File: src/rtl/superposition_pkg.sv
// -----------------------------------------------------------------------------
// superposition_pkg
// Shared definitions for the superposition controller:
//   - state_e      : controller sequencing states
//   - DEF_*        : default BW / NIN / TO_CYCLES parameter values
//   - word_at()    : extract word idx of width bw from a packed word vector
// The optional watchdog is enabled by defining SUPERPOS_TIMEOUT_EN.
// -----------------------------------------------------------------------------
package superposition_pkg;

  localparam int DEF_BW        = 16;
  localparam int DEF_NIN       = 2;
  localparam int DEF_TO_CYCLES = 255;

  // Upper bounds used to size the generic word extractor.
  localparam int MAX_BW  = 64;
  localparam int MAX_NIN = 8;
  localparam int PK_W    = MAX_BW * MAX_NIN;

  typedef enum logic [2:0] {
    IDLE  = 3'd0,
    I_ARM = 3'd1,
    I_RUN = 3'd2,
    O_ARM = 3'd3,
    O_RUN = 3'd4,
    DONE  = 3'd5
  } state_e;

  // Callers zero-extend their packed vector to PK_W and truncate the result
  // to their own word width with a cast.
  function automatic logic [MAX_BW-1:0] word_at(input logic [PK_W-1:0] vec,
                                                input int bw,
                                                input int idx);
    return MAX_BW'(vec >> (idx * bw));
  endfunction

endpackage

File: src/rtl/op_handshake_init.sv
// -----------------------------------------------------------------------------
// op_handshake_init
// Initiator side of one ST/RD/RES handshake toward a single callee.
// A launch raises the callee ST and holds it until the callee RD is seen low
// (ack). The first RD high after the ack is the completion; the callee RES is
// captured on that edge. An RD high before the ack is never a completion.
//
// Ports:
//   CLK, RST     clock, synchronous active-high reset
//   launch_i     one-cycle request to start the callee (caller checks RD==1)
//   abort_i      drop the strobe and forget any run in progress
//   clr_i        zero the captured result
//   rd_i, res_i  callee ready / result
//   st_o         callee start strobe
//   done_o       run complete: sticky flag OR completion on this edge
//   res_o        captured callee result
// -----------------------------------------------------------------------------
module op_handshake_init
  import superposition_pkg::*;
#(
  parameter int BW = DEF_BW
) (
  input  logic          CLK,
  input  logic          RST,
  input  logic          launch_i,
  input  logic          abort_i,
  input  logic          clr_i,
  input  logic          rd_i,
  input  logic [BW-1:0] res_i,
  output logic          st_o,
  output logic          done_o,
  output logic [BW-1:0] res_o
);

  logic          st_q;
  logic          busy_q;
  logic          ack_q;
  logic          done_q;
  logic [BW-1:0] res_q;
  logic          done_set;

  // Completion happens on the edge where RD is high after the ack was seen.
  assign done_set = busy_q & ack_q & rd_i;

  always_ff @(posedge CLK) begin
    if (RST) begin
      st_q   <= 1'b0;
      busy_q <= 1'b0;
      ack_q  <= 1'b0;
      done_q <= 1'b0;
      res_q  <= '0;
    end else begin
      if (abort_i) begin
        st_q   <= 1'b0;
        busy_q <= 1'b0;
        ack_q  <= 1'b0;
        done_q <= 1'b0;
      end else if (launch_i) begin
        st_q   <= 1'b1;
        busy_q <= 1'b1;
        ack_q  <= 1'b0;
        done_q <= 1'b0;
      end else if (busy_q) begin
        if (!ack_q && !rd_i) begin
          ack_q <= 1'b1;
          st_q  <= 1'b0;
        end
        if (done_set) begin
          done_q <= 1'b1;
          busy_q <= 1'b0;
        end
      end

      if (clr_i) begin
        res_q <= '0;
      end else if (!abort_i && done_set) begin
        res_q <= res_i;
      end
    end
  end

  assign st_o   = st_q;
  // Including the same-edge completion lets the controller advance on the
  // capture edge instead of one cycle later.
  assign done_o = done_q | done_set;
  assign res_o  = res_q;

endmodule

File: src/rtl/superposition_ctrl.sv
// -----------------------------------------------------------------------------
// superposition_ctrl
// Runs NIN inner operations in parallel, captures their results into
// OUTER_ARG, then runs one outer operation and returns its result on RES.
// Toward the caller it is an ST/RD/RES responder, so instances can nest.
//
// Optional feature: define SUPERPOS_TIMEOUT_EN to add a per-phase watchdog of
// TO_CYCLES cycles; on expiry ERR is set, strobes drop, RES is zeroed and the
// run ends. Without it the block waits forever and ERR is tied 0.
//
// Ports:
//   CLK, RST             clock, synchronous active-high reset
//   ST / RD / RES        caller handshake (rising ST starts, RD=1 idle+valid)
//   INNER_ST/RD/RES      NIN inner callees (word i at [i*BW +: BW])
//   OUTER_ST/RD/RES      outer callee
//   OUTER_ARG            captured inner results feeding the outer callee
//   ERR                  watchdog error flag
// -----------------------------------------------------------------------------
module superposition_ctrl
  import superposition_pkg::*;
#(
  parameter int BW        = DEF_BW,
  parameter int NIN       = DEF_NIN,
  parameter int TO_CYCLES = DEF_TO_CYCLES
) (
  input  logic              CLK,
  input  logic              RST,
  input  logic              ST,
  output logic              RD,
  output logic [BW-1:0]     RES,
  output logic [NIN-1:0]    INNER_ST,
  input  logic [NIN-1:0]    INNER_RD,
  input  logic [NIN*BW-1:0] INNER_RES,
  output logic              OUTER_ST,
  input  logic              OUTER_RD,
  input  logic [BW-1:0]     OUTER_RES,
  output logic [NIN*BW-1:0] OUTER_ARG,
  output logic              ERR
);

  state_e         state_q, state_d;
  logic           st_old_q;
  logic           rd_q, rd_d;
  logic           start;
  logic           in_launch;
  logic           out_launch;
  logic [NIN-1:0] in_done;
  logic           out_done;
  logic           expired;

  // Only a fresh rising edge while idle starts a run; STold tracks always.
  assign start = ST & ~st_old_q & (state_q == IDLE);

`ifdef SUPERPOS_TIMEOUT_EN
  localparam int CW = $clog2(TO_CYCLES + 1);

  logic [CW-1:0] cnt_q;
  logic          err_q;
  logic          wait_st;

  assign wait_st = (state_q == I_ARM) || (state_q == I_RUN) ||
                   (state_q == O_ARM) || (state_q == O_RUN);
  assign expired = wait_st && (cnt_q == CW'(TO_CYCLES));

  always_ff @(posedge CLK) begin
    if (RST) begin
      cnt_q <= '0;
      err_q <= 1'b0;
    end else begin
      if (state_d != state_q) begin
        cnt_q <= '0;
      end else if (wait_st) begin
        cnt_q <= cnt_q + 1'b1;
      end

      if (start) begin
        err_q <= 1'b0;
      end else if (expired) begin
        err_q <= 1'b1;
      end
    end
  end

  assign ERR = err_q;
`else
  assign expired = 1'b0;
  assign ERR     = 1'b0;
`endif

  // State and caller-side registers.
  always_ff @(posedge CLK) begin
    if (RST) begin
      state_q  <= IDLE;
      st_old_q <= 1'b0;
      rd_q     <= 1'b1;
    end else begin
      state_q  <= state_d;
      st_old_q <= ST;
      rd_q     <= rd_d;
    end
  end

  always_comb begin
    state_d    = state_q;
    rd_d       = rd_q;
    in_launch  = 1'b0;
    out_launch = 1'b0;
    if (expired) begin
      state_d = DONE;
    end else begin
      case (state_q)
        IDLE: begin
          if (start) begin
            state_d = I_ARM;
            rd_d    = 1'b0;
          end
        end
        I_ARM: begin
          if (&INNER_RD) begin
            in_launch = 1'b1;
            state_d   = I_RUN;
          end
        end
        I_RUN: begin
          if (&in_done) begin
            state_d = O_ARM;
          end
        end
        O_ARM: begin
          if (OUTER_RD) begin
            out_launch = 1'b1;
            state_d    = O_RUN;
          end
        end
        O_RUN: begin
          // RD rises on the same edge RES is loaded.
          if (out_done) begin
            state_d = DONE;
            rd_d    = 1'b1;
          end
        end
        DONE: begin
          // Covers the watchdog path, where RD is still low here.
          rd_d    = 1'b1;
          state_d = IDLE;
        end
        default: begin
          state_d = IDLE;
        end
      endcase
    end
  end

  for (genvar gi = 0; gi < NIN; gi++) begin : g_inner
    op_handshake_init #(.BW(BW)) u_init (
      .CLK      (CLK),
      .RST      (RST),
      .launch_i (in_launch),
      .abort_i  (expired),
      .clr_i    (1'b0),
      .rd_i     (INNER_RD[gi]),
      .res_i    (BW'(word_at(PK_W'(INNER_RES), BW, gi))),
      .st_o     (INNER_ST[gi]),
      .done_o   (in_done[gi]),
      .res_o    (OUTER_ARG[gi*BW +: BW])
    );
  end

  // The outer capture register doubles as the RES output register.
  op_handshake_init #(.BW(BW)) u_outer (
    .CLK      (CLK),
    .RST      (RST),
    .launch_i (out_launch),
    .abort_i  (expired),
    .clr_i    (expired),
    .rd_i     (OUTER_RD),
    .res_i    (OUTER_RES),
    .st_o     (OUTER_ST),
    .done_o   (out_done),
    .res_o    (RES)
  );

  assign RD = rd_q;

endmodule

File: config.mk
export PLATFORM = sky130hd
export DESIGN_NAME = superposition_ctrl
export DESIGN_NICKNAME = d
export VERILOG_FILES = /design/src/rtl/superposition_pkg.sv /design/src/rtl/op_handshake_init.sv /design/src/rtl/superposition_ctrl.sv
export SDC_FILE = /design/constraint.sdc
export NUM_CORES = 1
export LEC_CHECK = 0
export ABC_AREA = 0
export BUFFER_PORTS_ARGS = -buffer_cell sky130_fd_sc_hd__buf_2
export CAP_MARGIN = 20
export CORE_UTILIZATION = 50
export DETAILED_ROUTE_END_ITERATION = 8
export GPL_ROUTABILITY_DRIVEN = 0
export PLACE_DENSITY_LB_ADDON = 0.25
export SYNTH_ARGS = -nofsm -noshare
export SYNTH_HDL_FRONTEND = slang
export SYNTH_SLANG_ARGS = --single-unit
File: constraint.sdc
create_clock -name CLK -period 2.2 [get_ports CLK]
set_input_delay 0.44 -clock CLK [delete_from_list [all_inputs] [get_ports CLK]]
set_output_delay 0.44 -clock CLK [all_outputs]
set_load 0.1 [all_outputs]
* Word-level counts from Yosys, hierarchy flattened *
Index checks and enable logic that the tools add are counted.

word-level totals
  bits in registers = 65
  word-level logic and storage cells = 103
  output and inout bits = 53
  input bits = 54

operators by class
  equality and inequality tests = 10
  reduce and logical (&&, ||, !) cells = 32
  bitwise gates (word level) = 12
  muxes and demuxes = 31

operators with widths
  kind                                            count
  two-way mux 1 bit                               24
  AND reduction 2 bit                             11
  two-way mux 3 bit                               5
  one-hot mux 3 bit (5 select lines)              1
  nonzero test 2 bit                              6
  inequality test 2 bit (second input constant)   5
  AND 1 bit                                       8
  == test 3 x 2 -> 1 bit (second input constant)  2
  == test 3 bit (second input constant)           2
  logical NOT 1 bit                               6
  AND reduction 5 bit                             1
  OR reduction 2 bit                              2
  == test 3 x 1 -> 1 bit (second input constant)  1
  logical AND 1 bit                               3
  logical NOT 3 bit                               1
  OR 1 bit                                        3
  one-hot mux 1 bit (3 select lines)              1
  AND reduction 3 bit                             1
  nonzero test 3 bit                              1
  NOT 1 bit                                       1

* Depth between registers and ports, before layout *
  word-level depth = 6
  mapped depth = 5

* By module *
A second synthesis with hierarchy kept.

second synthesis, totals
  cells, all modules = 305
  area total of the unflattened synthesis = 3298.2 um^2

by module, submodules not included
  module              sequential area each (um^2)  cells an instance  area an instance (um^2)  times used
  op_handshake_init   400.4                        89                 999.7                    3
  superposition_ctrl  100.1                        38                 299.0                    1

* Least setup slack after synthesis *
OpenSTA, ideal clock, no wires.

  path type = register to output
  start = register rd_q (netlist: RD)
  end = output RD
  path buffers = 0
  arrival time = 924 ps
  slack = 836 ps
  stages on the path, launching flop included = 1
  path through = dfxtp_1

RTL lines
  item                    RTL line                  text
  from (decl)             superposition_ctrl.sv:43  logic rd_q, rd_d;
  from (signal assigned)  superposition_ctrl.sv:99  rd_q <= rd_d;
  to (decl)               superposition_ctrl.sv:29  output logic RD,

No word-level cell between the ends.

* Final worst setup path *
  start = register g_inner[1].u_init.res_q[0]
  end = output OUTER_ARG[16]

RTL lines
  item                    RTL line                  text
  from (decl)             op_handshake_init.sv:39   logic [BW-1:0] res_q;
  from (signal assigned)  op_handshake_init.sv:77   res_q <= res_i;
  to (decl)               superposition_ctrl.sv:37  output logic [NIN*BW-1:0] OUTER_ARG,

No word-level cell between the ends.

==> run summary <==
Power
* Leak Pwr: 1.34 nW
* Pwr Density: 801 nW/µm²
* total power consumption of the routed design: 2.48 mW
* worst voltage drop across the vdd grid: 0.434 mV

Placement
* Placed Instances: 430
* HPWL after detailed placement: 3470 µm
* IO Port Bufs: 105
* instance area at placement: 2890 µm²

Floorplan
* Horiz. Die Dim: 70.8 µm
* die footprint: 5010 µm²
* number of I/O pins: 107
* count of standard-cell rows: 24
* floorplan die height: 70.8 µm
* starting density of the core: 53.3%
* area of the core: 4440 µm²

STA
* hold violation count in the final report: 0
* final setup violating endpoints: 0
* upper clock frequency limit: 655 MHz
* relative slew slack: 47.6%
* transition time at the pin with the least slew margin: 785 ps
* number of max-slew violations in the final report: 0
* fraction of the cycle the final worst path needs: 69.4%
* RSZ-0062 raised after global routing: false
* Layout Skew: 4.86 ps
* TNS Setup: 0 ps
* Final min period: 1530 ps

Yosys
* number of different library cells in the post-synthesis netlist: 28
* part of the Yosys area used for sequential elements: 55.0%
* count of yosys warnings during synthesis: 0
* Synth Cell Area: 2370 µm²
* Mapped Nets: 345
* Synth Register Bits: 65
* Gate Count Post-Synth: 291
* syn avg cell area: 8.13 µm²

Worst setup path
* category of cells accounting for the largest share of critical-path delay: buffers and inverters
* R2R setup slack: 770 ps
* kind of critical path: flip-flop to primary output
* Worst Reg2Reg Path Length in Cells: 4
* Slowest-stage cell, CP: sky130_fd_sc_hd__buf_2
* top fanout value on the critical path: 2
* cell breakdown of the critical path: buf_2
* Arrival @ worst endpoint: 1090 ps
* buffer and inverter count on the worst path: 1
* startpoint type of the worst setup path: flip-flop
* critical path data required time: 1760 ps
* critical register-to-register path startpoint: state_q[2]
* sort of element at the end of the critical path: primary output
* worst stage delay on the critical path: 430 ps
* endpoint of the most critical register-to-register path: state_q[0]

Finish
* sequential cell area: 1300 µm²
* Final Instance Count excl. Fillers: 446
* # diodes: 0
* combined area of the multi-input logic cells: 948 µm²
* final instance area: 3090 µm²
* layout net count: 443
* fraction of layout instances using a drive strength above 1: 31.7%
* area growth from synthesis to layout: 30.7%
* number of filler cells placed in the layout: 377

Detailed routing
* DRC violation count after routing: 18
* number of iterations in the first detailed-routing pass: 6
* vias per cell: 4.85
* count of nets left with antenna violations after detail routing: 0
* overall routed net length: 5020 µm
* vias after detailed routing: 2,163
* Detailed Route Iter0 Violations: 84
* wire length per cell after detailed routing: 11.2 µm

CTS
* TritonCTS sink count: 65
* clock tree from TritonCTS: done
* TritonCTS Buffers: 9
* # resized after CTS: 0
* CTS clk-pin slew, worst paths: 70 ps
* number of levels the H-tree was split into: 3
* clock buffer depth: 2
* CTS Root Buffer Type: sky130_fd_sc_hd__clkbuf_8
* Skew-Pair Late Insertion Delay: 320 ps
* total of hold buffers inserted after clock tree synthesis: 0
* Post-CTS Setup Inserts: 0

Global route
* largest net degree at the start of global routing: 44
* met1 usage: 23.6%
* initial antenna violation count: 0
* met3 GRT Util: 5.56%
* global-route congestion overflow total: 0
* via count of the first global-routing pass: 2,001
* met2 track demand over resource: 37.3%
* global-route wire length before repair: 8330 µm
* most crowded layer after global routing: met2
* GRT Util Overall: 21.2%

Worst hold path
* Min-Delay Path Depth: 2
* endpoint of the worst hold path: st_old_q
* hold path start: ST
* class of the tightest hold or removal check: input port to flip-flop

Flow run
* number of maximum-capacitance violations: 0

Status
* status: finished, violations left
* violated checks: DRC

## synthesized netlist by cell type
library cell | number | area share, %
sky130_fd_sc_hd__nand2_1 | 106 | 17
sky130_fd_sc_hd__dfxtp_1 | 65 | 55
sky130_fd_sc_hd__a21oi_1 | 56 | 12
sky130_fd_sc_hd__clkbuf_1 | 8 | 1.3
sky130_fd_sc_hd__nand3_1 | 6 | 1.3
sky130_fd_sc_hd__buf_2 | 5 | 1.1
sky130_fd_sc_hd__buf_4 | 5 | 1.6
sky130_fd_sc_hd__and3_1 | 4 | 1.1
sky130_fd_sc_hd__inv_1 | 3 | 0.48
sky130_fd_sc_hd__nand2b_1 | 3 | 0.79
sky130_fd_sc_hd__nor2_1 | 3 | 0.48
sky130_fd_sc_hd__nor3_1 | 3 | 0.63
sky130_fd_sc_hd__o21ai_0 | 3 | 0.63
sky130_fd_sc_hd__a211oi_1 | 2 | 0.63
sky130_fd_sc_hd__a31oi_1 | 2 | 0.53
sky130_fd_sc_hd__clkbuf_2 | 2 | 0.42
sky130_fd_sc_hd__nor2b_1 | 2 | 0.53
sky130_fd_sc_hd__nor3b_1 | 2 | 0.63
sky130_fd_sc_hd__o31ai_1 | 2 | 0.63
sky130_fd_sc_hd__a2111oi_4 | 1 | 1.2
sky130_fd_sc_hd__a31o_4 | 1 | 0.74
sky130_fd_sc_hd__and3b_1 | 1 | 0.37
sky130_fd_sc_hd__buf_1 | 1 | 0.16
sky130_fd_sc_hd__conb_1 | 1 | 0.16
sky130_fd_sc_hd__nand4_1 | 1 | 0.26
sky130_fd_sc_hd__nor4_1 | 1 | 0.26
sky130_fd_sc_hd__o2bb2ai_1 | 1 | 0.37
sky130_fd_sc_hd__or2_2 | 1 | 0.26
## cells by family (layout without fill, tap and decap cells)
group,after synthesis,count (layout),share of synthesized area (%)
compound gates,68,68,16.5
buf+inv,24,127,4.97
flops,65,65,55.0
other cells,1,1,0.158
simple gates,133,133,23.4
## metrics by stage
step                worst slack (ps)  util (%)  hold WS, ps
floorplan                        836         -          455
global placement                 657      64.9          440
detailed placement               598      64.9          443
CTS                              655      69.6          329
global route                     622      69.6          347
finish                           674      69.6          342
## per-layer routing
layer	vias to the layer above	share of wire, %	routed length, µm
met5	-	0	0
met4	0	0.80	40
met3	4	4.9	245
met2	54	51	2530
met1	954	44	2200
li1	1151	-	-
## layout make-up
| cell class | instances | area share (%) |
|---|---|---|
| clock buffer | 14 | 5.58 |
| clock inverter | 2 | 1.13 |
| inverter | 3 | 0.364 |
| multi-input combinational | 202 | 30.7 |
| sequential | 65 | 42.1 |
| tap | 52 | 2.10 |
| timing repair buffer | 108 | 18.1 |
## registers in the layout (all words and copies together), names as in the netlist
name,cells
state_q,3
st_old_q,1
g_inner.u_init.done_q,2
u_outer.res_o,16
u_outer.st_o,1
u_outer.ack_q,1
u_outer.done_q,1
u_outer.busy_q,1
g_inner.u_init.res_o,32
g_inner.u_init.st_o,2
g_inner.u_init.ack_q,2
RD,1
g_inner.u_init.busy_q,2
## worst max-delay path by stage
stage	slack, ps	end	start	cells after the start
detailed placement	600	state_q[0]	OUTER_RD	5
floorplan	840	RD	RD	0
global route	620	OUTER_ARG[16]	g_inner[1].u_init.res_o[0]	1
CTS	650	OUTER_ARG[0]	g_inner[0].u_init.res_o[0]	1
global placement	660	state_q[0]	OUTER_RD	5
finish	670	OUTER_ARG[16]	g_inner[1].u_init.res_o[0]	1
## layout by cell type (no fill, tap or decap), types with 2 or more instances in the layout
cell type                    n
sky130_fd_sc_hd__a211oi_1    2
sky130_fd_sc_hd__a21oi_1    56
sky130_fd_sc_hd__a31oi_1     2
sky130_fd_sc_hd__and3_1      4
sky130_fd_sc_hd__buf_2     105
sky130_fd_sc_hd__buf_4       2
sky130_fd_sc_hd__clkbuf_1    2
sky130_fd_sc_hd__clkbuf_8   12
sky130_fd_sc_hd__dfxtp_1    65
sky130_fd_sc_hd__inv_1       3
sky130_fd_sc_hd__nand2_1   106
sky130_fd_sc_hd__nand2b_1    3
sky130_fd_sc_hd__nand3_1     6
sky130_fd_sc_hd__nor2_1      3
sky130_fd_sc_hd__nor2b_1     2
sky130_fd_sc_hd__nor3_1      3
sky130_fd_sc_hd__nor3b_1     2
sky130_fd_sc_hd__o21ai_0     3
sky130_fd_sc_hd__o31ai_1     2
## where the power goes
part           total (mW)  switching [mW]  internal [mW]
clock network        1.03           0.413          0.616
registers            1.23          0.0289           1.20
logic               0.222           0.143         0.0787
(Power assumes the default switching activity.)
